**src/rtl/alu_cmd_driver.sv**
```systemverilog
// alu_cmd_driver: takes one operand command, drives it onto the ALU pins, samples result and flags, checks them, returns a response.
// Latency: LAT cycles from the command accept edge to rsp_valid rising; one command every LAT+2 cycles when rsp_ready is held high.
// Backpressure: cmd_ready drops from accept until the response handshake; rsp_* stay frozen while rsp_ready is low.
//
// Ports: cmd_* valid/ready command channel in; alu_* operand pins out and result/flag pins in;
//        rsp_* valid/ready response channel out; ops_cnt/err_cnt saturating statistics.
module alu_cmd_driver #(
    parameter int WIDTH = 8,
    parameter int LAT   = 1,
    parameter int CNT_W = 16
) (
    input  logic             clk,
    input  logic             rst_n,
    input  logic             cmd_valid,
    output logic             cmd_ready,
    input  logic [WIDTH-1:0] cmd_a,
    input  logic [WIDTH-1:0] cmd_b,
    input  logic [1:0]       cmd_op,
    output logic             alu_oe,
    output logic [WIDTH-1:0] alu_a,
    output logic [WIDTH-1:0] alu_b,
    output logic [1:0]       alu_op,
    input  logic [WIDTH-1:0] alu_y,
    input  logic             alu_parity,
    input  logic             alu_overflow,
    input  logic             alu_greater,
    input  logic             alu_is_eq,
    input  logic             alu_less,
    output logic             rsp_valid,
    input  logic             rsp_ready,
    output logic [WIDTH-1:0] rsp_y,
    output logic [4:0]       rsp_flags,
    output logic [1:0]       rsp_err,
    output logic [CNT_W-1:0] ops_cnt,
    output logic [CNT_W-1:0] err_cnt
);

    generate
        if (LAT < 1 || LAT > 15) begin : g_bad_lat
            $error("alu_cmd_driver: LAT must be within 1..15");
        end
    endgenerate

    localparam logic [CNT_W-1:0] CNT_MAX = '1;
    localparam logic [3:0]       CNT_LD  = 4'(LAT - 1);

    typedef enum logic [1:0] {
        IDLE  = 2'd0,
        DRIVE = 2'd1,
        RESP  = 2'd2
    } state_t;

    state_t     state;
    state_t     state_nxt;
    logic [3:0] cnt;

    logic       cmd_fire;
    logic       capture;
    logic [1:0] err_now;

    // Handshake/control outputs are pure state decodes, so no input
    // reaches an output combinationally.
    assign cmd_ready = (state == IDLE);
    assign alu_oe    = (state == DRIVE);
    assign rsp_valid = (state == RESP);

    assign cmd_fire  = (state == IDLE) && cmd_valid;
    assign capture   = (state == DRIVE) && (cnt == 4'd0);

    // bit0: reported parity disagrees with the result; bit1: the three
    // compare flags must be exactly one-hot.
    assign err_now[0] = alu_parity != (^alu_y);
    assign err_now[1] = !$onehot({alu_greater, alu_is_eq, alu_less});

    always_ff @(posedge clk or negedge rst_n) begin
        if (!rst_n) begin
            state <= IDLE;
        end else begin
            state <= state_nxt;
        end
    end

    always_comb begin
        state_nxt = state;
        unique case (state)
            IDLE:    if (cmd_valid) state_nxt = DRIVE;
            DRIVE:   if (cnt == 4'd0) state_nxt = RESP;
            RESP:    if (rsp_ready) state_nxt = IDLE;
            default: state_nxt = IDLE;
        endcase
    end

    // Operand pins and response fields only change on accept / capture,
    // so they keep their last value through the other states.
    always_ff @(posedge clk or negedge rst_n) begin
        if (!rst_n) begin
            alu_a     <= '0;
            alu_b     <= '0;
            alu_op    <= '0;
            cnt       <= '0;
            rsp_y     <= '0;
            rsp_flags <= '0;
            rsp_err   <= '0;
            ops_cnt   <= '0;
            err_cnt   <= '0;
        end else begin
            if (cmd_fire) begin
                alu_a  <= cmd_a;
                alu_b  <= cmd_b;
                alu_op <= cmd_op;
                cnt    <= CNT_LD;
            end else if ((state == DRIVE) && (cnt != 4'd0)) begin
                cnt <= cnt - 4'd1;
            end

            if (capture) begin
                rsp_y     <= alu_y;
                rsp_flags <= {alu_parity, alu_overflow, alu_greater, alu_is_eq, alu_less};
                rsp_err   <= err_now;
                if (ops_cnt != CNT_MAX) begin
                    ops_cnt <= ops_cnt + 1'b1;
                end
                if ((err_now != 2'b00) && (err_cnt != CNT_MAX)) begin
                    err_cnt <= err_cnt + 1'b1;
                end
            end
        end
    end

endmodule

```
**config.mk**
```make
export PLATFORM = sky130hd
export DESIGN_NAME = alu_cmd_driver
export DESIGN_NICKNAME = d
export VERILOG_FILES = /design/src/rtl/alu_cmd_driver.sv
export SDC_FILE = /design/constraint.sdc
export NUM_CORES = 1
export LEC_CHECK = 0
export ABC_CLOCK_PERIOD_IN_PS = 2000
export CAP_MARGIN = 20
export CORE_AREA = 2 2 93 95
export DETAILED_ROUTE_END_ITERATION = 10
export DIE_AREA = 0 0 95 97
export MAX_ROUTING_LAYER = met4
export PLACE_DENSITY = 0.74
export REMOVE_ABC_BUFFERS = 1
export SLEW_MARGIN = 20
export SYNTH_ARGS = -nofsm -noshare
export SYNTH_HDL_FRONTEND = slang
export SYNTH_SLANG_ARGS = --single-unit
```
**constraint.sdc**
```tcl
create_clock -name clk -period 2 [get_ports clk]
set_input_delay 0.4 -clock clk [delete_from_list [all_inputs] [get_ports clk]]
set_output_delay 0.4 -clock clk [all_outputs]
set_load 0.02 [all_outputs]
```
# [Yosys cells after proc, flatten, opt, wreduce, memory -nomap -nowiden]
# Index checks and enable logic that the tools add are counted.
[op_classes] add_sub_neg=5 eq_ne=9 n_mux=6 reduce_logical=14
[ops] op="$add A16 B1 Y16 const B" count=2
[ops] op="$ne A16 B16 Y1 const B" count=2
[ops] op="$mux W4" count=2
[ops] op="$reduce_xor A8 Y1" count=1
[ops] op="$mux W2" count=3
[ops] op="$pmux W2 S3" count=1
[ops] op="$eq A2 B1 Y1 const B" count=2
[ops] op="$logic_and A1 B1 Y1" count=4
[ops] op="$logic_not A4 Y1" count=1
[ops] op="$ne A2 B1 Y1 const B" count=2
[ops] op="$reduce_and A2 Y1" count=2
[ops] op="$reduce_bool A2 Y1" count=2
[ops] op="$reduce_bool A4 Y1" count=1
[ops] op="$sub A4 B1 Y4 const B" count=1
[ops] op="$reduce_and A3 Y1" count=1
[ops] op="$add A1 B1 Y2" count=1
[ops] op="$add A2 B1 Y2" count=1
[ops] op="$eq A2 B2 Y1 const B" count=1
[ops] op="$logic_not A2 Y1" count=1
[ops] op="$ne A2 B2 Y1 const B" count=1
[ops] op="$logic_not A1 Y1" count=1
[ops] op="$ne A1 B1 Y1" count=1
[word_totals] regBits=71 input_bits=35 out_inout_bits=68

# [Logic depth before layout (Yosys ltp)]
# Gate-level depths: netlist of run 1.
[depth] word_depth=7 mapped_depth=8 ltp_nobuf=7

# [Worst setup path after synthesis of run 1]
# No wires, ideal clock.
[synth_timing] path_kind="input -> register" startpoint="in alu_greater" endpoint="reg err_cnt[1]" arrival_time_ps=1971 required_ps=1875 path_slack_ps=-96 stages=5 path_cell_list="fa_1 -> or3b_1 -> mux2i_4 -> or3_4 -> mux2_4"
[synth_via] elab_chain_cells=6
[synth_lines] element="start, declared" line_no="26" text="input logic alu_greater,"
[synth_lines] element="$add A2 B1 Y2 (not written as such)" line_no="73" text="assign err_now[1] = !$onehot({alu_greater, alu_is_eq, alu_less});"
[synth_lines] element="$eq A2 B1 Y1" line_no="73"
[synth_lines] element="$logic_not A1 Y1" line_no="73"
[synth_lines] element="$reduce_bool A2 Y1" line_no="123" text="if ((err_now != 2'b00) && (err_cnt != CNT_MAX)) begin"
[synth_lines] element="$logic_and A1 B1 Y1" line_no="123"
[synth_lines] element="$reduce_and A2 Y1 (no source line)"
[synth_lines] element="end signal, assigned" line_no="124" text="err_cnt <= err_cnt + 1'b1;"
[synth_lines] element="end, declared" line_no="35" text="output logic [CNT_W-1:0] err_cnt"
# Every way passes these cells.
# A chain may end at the register's enable or synchronous reset.

# [Worst setup path after layout of run 1]
[layout_timing] startpoint="in alu_parity" endpoint="reg err_cnt[1]"
[layout_via] elab_chain_cells=4
[layout_lines] element="start, declared" line_no="24" text="input logic alu_parity,"
[layout_lines] element="$ne A1 B1 Y1" line_no="72" text="assign err_now[0] = alu_parity != (^alu_y);"
[layout_lines] element="$reduce_bool A2 Y1" line_no="123"
[layout_lines] element="$logic_and A1 B1 Y1" line_no="123"
[layout_lines] element="$reduce_and A2 Y1 (no source line)"
# Every way passes these cells.

==> results.txt, run 1 <==
- Entering global routing, the biggest net connects 72 pins.
* Depth of the worst register-to-register path: 7
* Combined buffer and inverter count along the critical path: 1
* # port buffers: 102
- Fraction of registers with async set or reset after synthesis: 100.0%
* Horizontal die dimension: 95 microns
- Largest vdd supply drop: 550.3 uV
- Prior to clock tree synthesis, the placed netlist has a worst setup slack of -0.6714 ns.
* Overall die area: around 9000 sq um
- Wire length reported by the detailed router: 7558 microns
- Post-route fraction of the period consumed by the critical path: between 90% and 100%
* Max-slew headroom at the worst pin: roughly 73%
* Cell type with the highest aggregate area in the netlist: dfrtp_1
- Post-synthesis register bit count: 71
- Total CTS buffers: 9
- Count of cell types in the netlist: 36
- In the synthesized netlist the dominant register cell turns out to be dfrtp_1.
* Number of violations of the max-capacitance limit: 0
- The later pin in the worst-skew pair is clocked with a latency of roughly 0.34 ns.
- Number of placed instances, taps included: 507
* Final setup margin: 0.02767 ns
- CTS clk-pin slew, worst paths: 0.08 ns
- Final instance area: a little under 5000 sq um
- Clock tree synthesis selected as its root buffer the cell clkbuf_8.
* First-pass GRT wire length: 12460 microns
- EDFF count, synth: 0
- Of all nets on the critical path, the largest fanout is 6.
* List of cells traversed by the critical path: dlygate4sd2_1, xnor2_2, xnor3_2, mux2i_4, or3_4, mux2_4
* Kind of path behind the tightest hold check: input pin to async pin
* Wire per inst: 14.40 microns
- The largest individual stage delay along the critical path comes from the cell or3_4.
- Yosys attributes the largest share of cell area to dfrtp_1 55%, mux2_2 7.4%, nand2_1 6.4%.
* Crit Path Class: input pin to flip-flop
- Reg-to-Reg Start: cnt[0]$_DFFE_PN0P_
- The run finished with clean final reports.
- DRC Markers: 0
- For this design, the CTS-stage hold fixing added 0 buffers.
- On the worst path, the slowest cell contributes a delay of 0.41 ns.
- Counting I/O delays and the setup requirement, the final critical path takes 1.972 ns.
- Pin placement for this block handled 103 I/O pins.
- Summing the sequential cell areas from Yosys gives 55.32% of the chip area.
- Remaining antenna violation count: 0
* Most numerous cell types in the synthesized netlist: 71 x dfrtp_1, 55 x nand2_1, 22 x xor2_1
- Detailed Route Iter0 Violations: 84
- Area after DPL: 4528 sq um
- Critical path startpoint category: input pin
- Slew Viols, Final: 0
* Area overhead of the layout relative to synthesis: 49.79%
* Post-Layout Cell Count: 525
* Count leader, synth: dfrtp_1
- For this run, the share of the core covered by cells in the final layout is 59.14%.
* Die Span Y: 97 microns
- Total core area: between 8000 and 9000 sq um
* Final setup violating endpoints: 0
- Yosys printed 0 warnings.
- A synthesized cell averages 11.23 sq um.
- Data required time of the critical path: between 2 and 2.5 ns
* Ant diodes: 0
* Number of global-route vias before repair: between 2k and 3k
- The number of antenna violations at the first check in global routing came to 0.
* Overall Global Routing Usage: 17.69%
- Worst-margin pin slew: 0.4061 ns
* Final net count: 455
- The congestion estimate from routability-driven global placement came to 0.7926.
- Setup Skew: 0.01115 ns
* Leakage power figure: between 0.002 and 0.0025 uW
- RR Endpoint: err_cnt[1]$_DFFE_PN0P_
- Broken down by cell family, the worst path's largest delay share belongs to XOR/XNOR gates.
- In this run the power density over the cells is 1465 nW/um^2.
- STA classifies the critical path endpoint as a flip-flop.
- Data arrival time at the worst-slack endpoint: 2.20 ns
- For this design, the sink count on the clock tree is 71.
* Total overflow reported by the global router: 0
- Number of buffers on the longest clock path: 2
- In the routed layout, each cell is associated on average with a via count of 4.863.
* Clock H-tree levels: 3
- Based on the critical path, the design can be clocked at up to between 0.5 and 0.6 GHz.
- Summing every instance area after synthesis gives 3212 sq um.
- DR vias: 2553
* Number of inserted filler cells in the final layout: 674
* Share of cells above drive strength 1: between 20% and 30%
- Post-detail-place hpwl: 5315 microns
- Across all register-to-register paths, the minimum setup slack is 0.10 ns.
* Number of placement rows: 33
* TritonCTS clock tree: done
- Setup TNS: 0 ns
* Instance count of the mapped netlist: 286
- For this configuration, the core starts out at a cell density of approximately two fifths.
- The number of endpoints with negative hold slack in the final report is 0.
- The first TritonRoute pass finished after 4 iterations.
- The share of synthesized area in the top cell type comes to between 50% and 60%.
- Critical path origin: alu_parity
-- final cells by class --
class                   count  area, sq um  share of cell area [%]
clock buffers              13        168.9                   3.511
multi-input cells         201         1455                   30.25
well taps                 105        131.4                   2.731
repair buffers            127         1220                   25.36
inverters                   5        18.77                  0.3901
flip-flops and latches     71         1777                   36.93
clock inverters             3        40.04                  0.8323
-- flip-flops by register name, summed over array words and instances, names as in the netlist --
register and cells:
cnt 4, err_cnt 16, alu_op 2, state 2
alu_b 8, rsp_err 2, ops_cnt 16, rsp_flags 5
alu_a 8, rsp_y 8
-- kinds of logic after synthesis --
family / count (synthesis) / synth area share [%]
compound gates: 6 / 1.130
xor+xnor: 37 / 11.02
flops: 71 / 55.32
simple gates: 130 / 19.95
buf+inv: 14 / 1.870
fa+ha+maj: 5 / 2.182
mux: 23 / 8.531
-- cells in the final DEF (no fill, tap or decap), drive strengths merged, types with 10 or more instances in the layout --
cell type / netlist / layout
xor2: 22 / 22
buf: 2 / 27
clkdlybuf4s50: 0 / 87
clkbuf: 7 / 17
xnor2: 13 / 13
nor3: 10 / 10
nand2: 55 / 55
mux2: 22 / 22
nand3: 14 / 14
dfrtp: 71 / 71
nor2: 13 / 13
-- layer usage --
metal / part of all wire, % / GRT usage [%] / vias up
met3: 3.9 / 3.349 / 11
li1: - / - / 1231
met1: 43 / 21.92 / 1246
met2: 52 / 28.15 / 65
met5: 0 / - / -
met4: 1.7 / 7.581 / 0
-- power breakdown --
part	switching (uW)	internal, uW	total (uW)
sequential	389	1990	2380
combinational	1710	1780	3490
clock	509	675	1180
-- worst max-delay path by stage --
stage / end / slack (ns) / depth (start not counted)
2_1_floorplan: err_cnt[1]$_DFFE_PN0P_ / -0.43 / 6
3_3_place_gp: err_cnt[1]$_DFFE_PN0P_ / -0.63 / 6
3_5_place_dp: err_cnt[1]$_DFFE_PN0P_ / -0.67 / 6
4_1_cts: err_cnt[1]$_DFFE_PN0P_ / -0.01 / 6
5_1_grt: err_cnt[6]$_DFFE_PN0P_ / -0.01 / 8
6_report: err_cnt[1]$_DFFE_PN0P_ / 0.03 / 6
-- stage by stage --
| stage | hold slack [ns] | total power [uW] |
|---|---|---|
| final | 0.07026 | 7049 |
| after global routing | 0.09510 | 7512 |
| after CTS | 0.08132 | 7097 |
| after detailed placement | 0.4607 | 5860 |
| after global placement | 0.4571 | 5764 |
| after floorplan | 0.1044 | 4106 |
-- what timing repair did --
action	CTS	global route
gates resized for setup	24	19
buffers inserted	2	0
endpoints found under the setup margin	18	26
pin swaps	6	5
No activity file was read; power rests on OpenSTA's default activity.
==> run 2: changes to the inputs <==
--- a/config.mk
+++ b/config.mk
@@ -5,7 +5,6 @@
 export SDC_FILE = /design/constraint.sdc
 export NUM_CORES = 1
 export LEC_CHECK = 0
-export ABC_CLOCK_PERIOD_IN_PS = 2000
 export CAP_MARGIN = 20
 export CORE_AREA = 2 2 93 95
 export DETAILED_ROUTE_END_ITERATION = 10
==> constraint.sdc (replaced) <==
create_clock -name clk -period 1.7 [get_ports clk]
set_input_delay 0.34 -clock clk [delete_from_list [all_inputs] [get_ports clk]]
set_output_delay 0.34 -clock clk [all_outputs]
set_load 0.02 [all_outputs]
==> results.txt, run 2 (synthesis gave the netlist of run 1 again) <==
- Overall Global Routing Usage: a little under a fifth
- Share of cells above drive strength 1: 36.05%
- The number of endpoints with negative hold slack in the final report came to 0.
- Final instance area: roughly 5400 sq um
- The slowest stage of the critical path belongs to the cell fa_1.
- The longest clock path from root to sink contains 2 buffers.
- Dividing the detail-routed wire length by the instance count gives 14.81 microns.
* Data arrival time at the worst-slack endpoint: roughly 2.1 ns
- Area after DPL: ~4700 sq um
- Worst-margin pin slew: 0.3898 ns
- The routed layout has 2802 vias.
- The worst path uses 112.5% of the clock period.
* Final setup margin: -0.2128 ns
* List of cells traversed by the critical path: buf_6, fa_1, or3b_4, mux2i_4, or3_4, mux2_4
- The tree built by TritonCTS fans out to 71 sinks.
- The count of nets left with antenna violations once routing finished came out at 0.
- Hold WS: 0.003917 ns
- Slew Viols, Final: 0
- Number of violations of the max-capacitance limit: 0
- STA puts the critical path data required time at a little under 2 ns.
- Clock H-tree levels: 3
- Worst skew pair latency: 0.34 ns
* Crit Path Class: input pin to flip-flop
- The run finished, with violations left.
- The repair_antennas step left the layout with diodes totalling 0.
- Total CTS buffers: 9
- Kind of path behind the tightest hold check: input pin to async pin
* Endpoint class of the critical path: flip-flop
- Once the floorplan was initialized, standard cells occupied 39.49% of the core.
- In this run the horizontal extent of the chip is 95 microns.
- Max Fclk: 0.5228 GHz
- The first global-routing pass estimated about 14000 microns of wire.
* Time the worst path needs with I/O delays and setup: around 1.9 ns
* Setup Skew: roughly 0.0066 ns
- In the routed layout, each cell is associated on average with a via count of 4.907.
- Failing checks: negative setup slack
- The die covers 9215 sq um.
- The worst setup path is launched from an input pin.
- The library cell used most frequently in the layout, excluding fill and tap cells, is dfrtp_1.
- Number of inserted filler cells in the final layout: around 650
- Summed over all cells, the static leakage comes to ~0.0026 uW.
- Input and output buffers added on the ports amount to 102.
- Wire length reported by the detailed router: 8457 microns
- The top cell types in the final layout, fill and taps aside, are 71 x dfrtp_1, 53 x nand2_1, 53 x buf_4.
* Die Span Y: 97 microns
* Post-Layout Cell Count: 571
- VDD sags by at most 622.6 uV.
* Total overflow reported by the global router: 0
- Post-placement setup slack: -0.8938 ns
- Antenna violations before repair: 0
- CP Max Fanout: 5
- Number of global-route vias before repair: 2756
- TritonCTS built the clock tree.
* Max-slew headroom at the worst pin: approximately 74%
- The first routing iteration left approximately 120 violations.
- On the worst path, the slowest cell contributes a delay of between 0.5 and 0.6 ns.
* Setup TNS: -3.005 ns
- Power density over the cells: 1581 nW/um^2
* Area overhead of the layout relative to synthesis: 69.26%
- The tree is rooted in a clkbuf_8.
- Unrepaired setup endpoints after global routing: true
* Number of placed instances, taps included: 538
- Once detailed placement completed, the half-perimeter wirelength came to 5488 microns.
* Number of placement rows: 33
- Total core area: 8134 sq um
- Final setup violating endpoints: 30
- Final net count: a little over 500
- DRC Markers: 0
- RD Place Congestion: 0.8500
* Pin count of the biggest net entering global routing: 72
* Largest registers in the final layout: err_cnt x16, ops_cnt x16
* Initial DRT Pass Iterations: 4
- Io pins: between 100 and 150
- After clock tree synthesis, the clock-pin slew on the worst setup and hold paths is 0.07 ns.
## run 2: changes by cell type in the layout (fill, tap and decap cells not counted), sizes merged
| cell | change |
|---|---|
| bufinv | -1 |
| dlygate4sd2 | +27 |
| clkbuf | -1 |
| clkdlybuf4s50 | -35 |
| clkdlybuf4s15 | +3 |
| buf | +51 |
| dlymetal6s2s | +2 |
## run 2: layout make-up
cell class / instances / area (sq um) / share of cell area [%]
Multi-Input combinational cell: 201 / 1738 / 31.97
Inverter: 5 / 18.77 / 0.3452
Sequential cell: 71 / 1777 / 32.68
Timing Repair Buffer: 175 / 1627 / 29.92
Clock buffer: 12 / 135.1 / 2.486
Tap cell: 105 / 131.4 / 2.417
Clock inverter: 2 / 10.01 / 0.1841
## run 2: final timing paths
kind                                                from                  endpoint  slack, ns  depth (start not counted)
worst max-delay path                           alu_is_eq    err_cnt[1]$_DFFE_PN0P_      -0.21                          6
worst min-delay path                               rst_n    rsp_err[0]$_DFFE_PN0P_      0.004                          2
worst max register to register        cnt[1]$_DFFE_PN0P_    err_cnt[1]$_DFFE_PN0P_      -0.18                          7
worst min register to register  rsp_flags[3]$_DFFE_PN0P_  rsp_flags[3]$_DFFE_PN0P_       0.48                          2
max in group asynchronous                          rst_n    err_cnt[6]$_DFFE_PN0P_       1.37                          2
min in group clk                               alu_is_eq  rsp_flags[1]$_DFFE_PN0P_       0.20                          3
## run 2: what timing repair did
item / in CTS / in global routing
gates cloned: 1 / 1
hold buffers: 0 / 0
hold endpoints to repair: 0 / 0
setup buffers: 7 / 12
endpoints found under the setup margin: 63 / 50
pin swaps: 17 / 30
resized for setup: 108 / 57
## run 2: worst max-delay path: cells and delay by family
family                     cells  cell delay (ns)
buffers and inverters          1             0.10
adders and majority gates      1             0.54
muxes                          2             0.55
and+or+nand+nor                2             0.60
## run 2: where the power goes
group	leakage (uW)	internal [uW]	switching [uW]	total [uW]
logic	0.00161	2480	2310	4790
registers	0.000867	2340	379	2720
clock network	0.0000761	510	579	1090
## run 2: routing by layer
metal  vias to the layer above  GRT usage, %  part of all wire [%]
li1                       1319             -                     -
met3                        14         3.115                   4.3
met4                         0         7.692                   1.5
met2                        79         30.82                    53
met5                         -             -                     0
met1                      1390         23.89                    41
## run 2: stage by stage
| step | util [%] | power, uW |
|---|---|---|
| after floorplan | - | 4830 |
| after global placement | 58.38 | 7020 |
| after detailed placement | 58.38 | 7123 |
| after CTS | 62.50 | 8301 |
| after global routing | 66.84 | 9111 |
| final | 66.84 | 8594 |
==> run 3: changes to the inputs <==
--- a/config.mk
+++ b/config.mk
@@ -9,10 +9,10 @@
 export CORE_AREA = 2 2 93 95
 export DETAILED_ROUTE_END_ITERATION = 10
 export DIE_AREA = 0 0 95 97
+export GPL_TIMING_DRIVEN = 0
 export MAX_ROUTING_LAYER = met4
 export PLACE_DENSITY = 0.74
 export REMOVE_ABC_BUFFERS = 1
-export SLEW_MARGIN = 20
 export SYNTH_ARGS = -nofsm -noshare
 export SYNTH_HDL_FRONTEND = slang
 export SYNTH_SLANG_ARGS = --single-unit
==> results.txt, run 3 (synthesis gave the netlist of run 1 again) <==
- Power density over the cells: 1667 nW/um^2
- The area growth from synthesis to layout is 59.21%.
* Number of buffers on the longest clock path: 2
- Once routing completed, OpenROAD measured the worst setup slack at -0.2517 ns.
- After detailed routing, the total wire length is 8341 microns.
* First-pass GRT wire length: 13880 microns
* Horizontal die dimension: 95 microns
- Clock skew on the completed layout was measured at 0.008612 ns.
- Unrepaired setup endpoints after global routing: true
* Pin count of the biggest net entering global routing: slightly above 70
- Post-detail-place hpwl: about 5000 microns
* Uppermost layer routed: met4
- Setup violations remaining at the end of the flow were counted as 32.
- Worst skew pair latency: 0.33 ns
- The final reports fail on negative setup slack.
- In the final layout, the registers with the most flip-flops are err_cnt x16, ops_cnt x16.
- Slew Viols, Final: 0
- Io pins: 103
* Total CTS buffers: 9
* Post-placement setup slack: -1.128 ns
* Max-slew headroom at the worst pin: between 30 and 40%
- The detailed router placed 2670 vias in this run.
- Most common cell after layout, fill and taps aside: dfrtp_1
- Following the worst setup path forward leads to its endpoint at err_cnt[14]$_DFFE_PN0P_.
* Remaining antenna violation count: 0
- Time the worst path needs with I/O delays and setup: 1.952 ns
- The number of antenna violations at the first check in global routing came to 0.
- Amount of wire on met3 after detailed routing: around 320 microns
* Starting Density: 39.49%
- Final hold vios: 0
* Final net count: roughly 470
- For this design the static power due to leakage is 0.002433 uW.
- After the first detailed-routing iteration, the DRC count stood at 82.
* CTS clk-pin slew, worst paths: 0.08 ns
- Endpoint class of the critical path: flip-flop
- Input and output buffers added on the ports amount to 102.
- In the global route stage, overall resource usage came out at between 10% and 20%.
- The die covers about 9000 sq um.
- Biggest cell delay along the critical path: about 0.55 ns
* Total core area: about 8100 sq um
* Met1 Routed Length: approximately 3400 microns
- Clk sink count: 71
* Clock H-tree levels: 3
- For flop-to-flop paths, the worst setup slack is -0.24 ns.
- The number of cells on the worst reg-to-reg path is 7.
* CP Max Fanout: 6
- The most critical setup path has its startpoint at alu_less.
- Data arrival time at the worst-slack endpoint: 2.17 ns
* Max Fclk: 0.5124 GHz
- STA classifies the critical path startpoint as an input pin.
- In the routed design, unresolved DRC markers number 0.
* PnR Total Power: about 8500 uW
- In the layout the commonest cells are 68 x dfrtp_1, 52 x nand2_1, 51 x clkdlybuf4s50_1.
* Amount of wire on met2 after detailed routing: 4499 microns
* RD Place Congestion: around 0.73
* Hold WS: 0.1304 ns
- At the end of the flow the core is filled with cells to 62.87%.
- Share of cells above drive strength 1: 30.50%
- The path class of the tightest hold or removal check is input pin to async pin.
- Number of global-route vias before repair: 2765
* Slowest stage cell, crit path: fa_1
- Total overflow reported by the global router: 0
- Initial DRT Pass Iterations: 4
- Largest vdd supply drop: 733.9 uV
- Die Span Y: about 97 microns
- Buffer type at the clock tree root: clkbuf_8
- In this run the critical register-to-register path is captured at err_cnt[14]$_DFFE_PN0P_.
* Reg-to-Reg Start: cnt[0]$_DFFE_PN0P_
- Wire per inst: 15.42 microns
* Setup TNS: -4.171 ns
- Crit Path Class: input pin to flip-flop
- Worst-margin pin slew: between 0.9 and 1 ns
- The signal on the critical path passes through buf_8, fa_1, or3b_4, mux2i_4, buf_12, nor3_4, mux2_4.
- Vias/cell: 4.935
* Result of the run: finished, violations left
- The worst path uses 114.8% of the clock period.
* TritonCTS clock tree: done
* Number of violations of the max-capacitance limit: 0
* Data required time of the critical path: 1.92 ns
- Number of inserted filler cells in the final layout: roughly 660
* Ant diodes: 0
- The floorplan has 33 rows.
==> run 3: through the flow <==
| stage | area, sq um | cells |
|---|---|---|
| detailed placement | 4328 | 485 |
| CTS | 4928 | 530 |
| floorplan | 3171 | 277 |
| global placement | 4323 | 484 |
| global route | 5114 | 541 |
| finish | 5114 | 541 |
==> run 3: metal layers <==
metal	up-vias	global-route usage [%]
li1	1260	-
met1	1336	24.48
met2	63	32.62
met3	11	2.804
met4	0	7.469
met5	-	-
==> run 3: worst min-delay path by stage <==
stage / startpoint / endpoint / cells past startpoint / slack [ns]
4_1_cts: rst_n / rsp_y[1]$_DFFE_PN0P_ / 1 / 0.16
5_1_grt: alu_is_eq / rsp_flags[1]$_DFFE_PN0P_ / 3 / 0.19
3_5_place_dp: rsp_flags[4]$_DFFE_PN0P_ / rsp_flags[4]$_DFFE_PN0P_ / 2 / 0.47
6_report: rst_n / rsp_y[1]$_DFFE_PN0P_ / 1 / 0.13
2_1_floorplan: rst_n / alu_a[0]$_DFFE_PN0P_ / 0 / 0.04
3_3_place_gp: rsp_flags[3]$_DFFE_PN0P_ / rsp_flags[3]$_DFFE_PN0P_ / 2 / 0.46
==> run 3: report_power, final <==
part	total (uW)	switching, uW	internal [uW]
sequential	2830	488	2340
clock	1350	607	743
combinational	4350	2170	2180
total	8530	3260	5260
==> run 3: what timing repair did <==
action                                  CTS  global route
hold buffers                              0             0
pin swaps                                18            13
setup buffers                            28            12
endpoints found under the setup margin   99            54
resized for setup                       112            28
cloned                                    2             0
==> run 3: layout make-up <==
class | instances | area [sq um] | share of cell area, %
clock buffers | 11 | 151.4 | 2.961
multi-input cells | 203 | 1650 | 32.27
flip-flops and latches | 71 | 1780 | 34.82
repair buffers | 142 | 1336 | 26.13
clock inverters | 4 | 45.04 | 0.8808
well taps | 105 | 131.4 | 2.569
inverters | 5 | 18.77 | 0.3670
==> run 3: worst max-delay path: cells and delay by family <==
kind / cells / cell delay [ns]
and+or+nand+nor: 2 / 0.43
muxes: 2 / 0.57
buffers and inverters: 2 / 0.28
adders and majority gates: 1 / 0.55
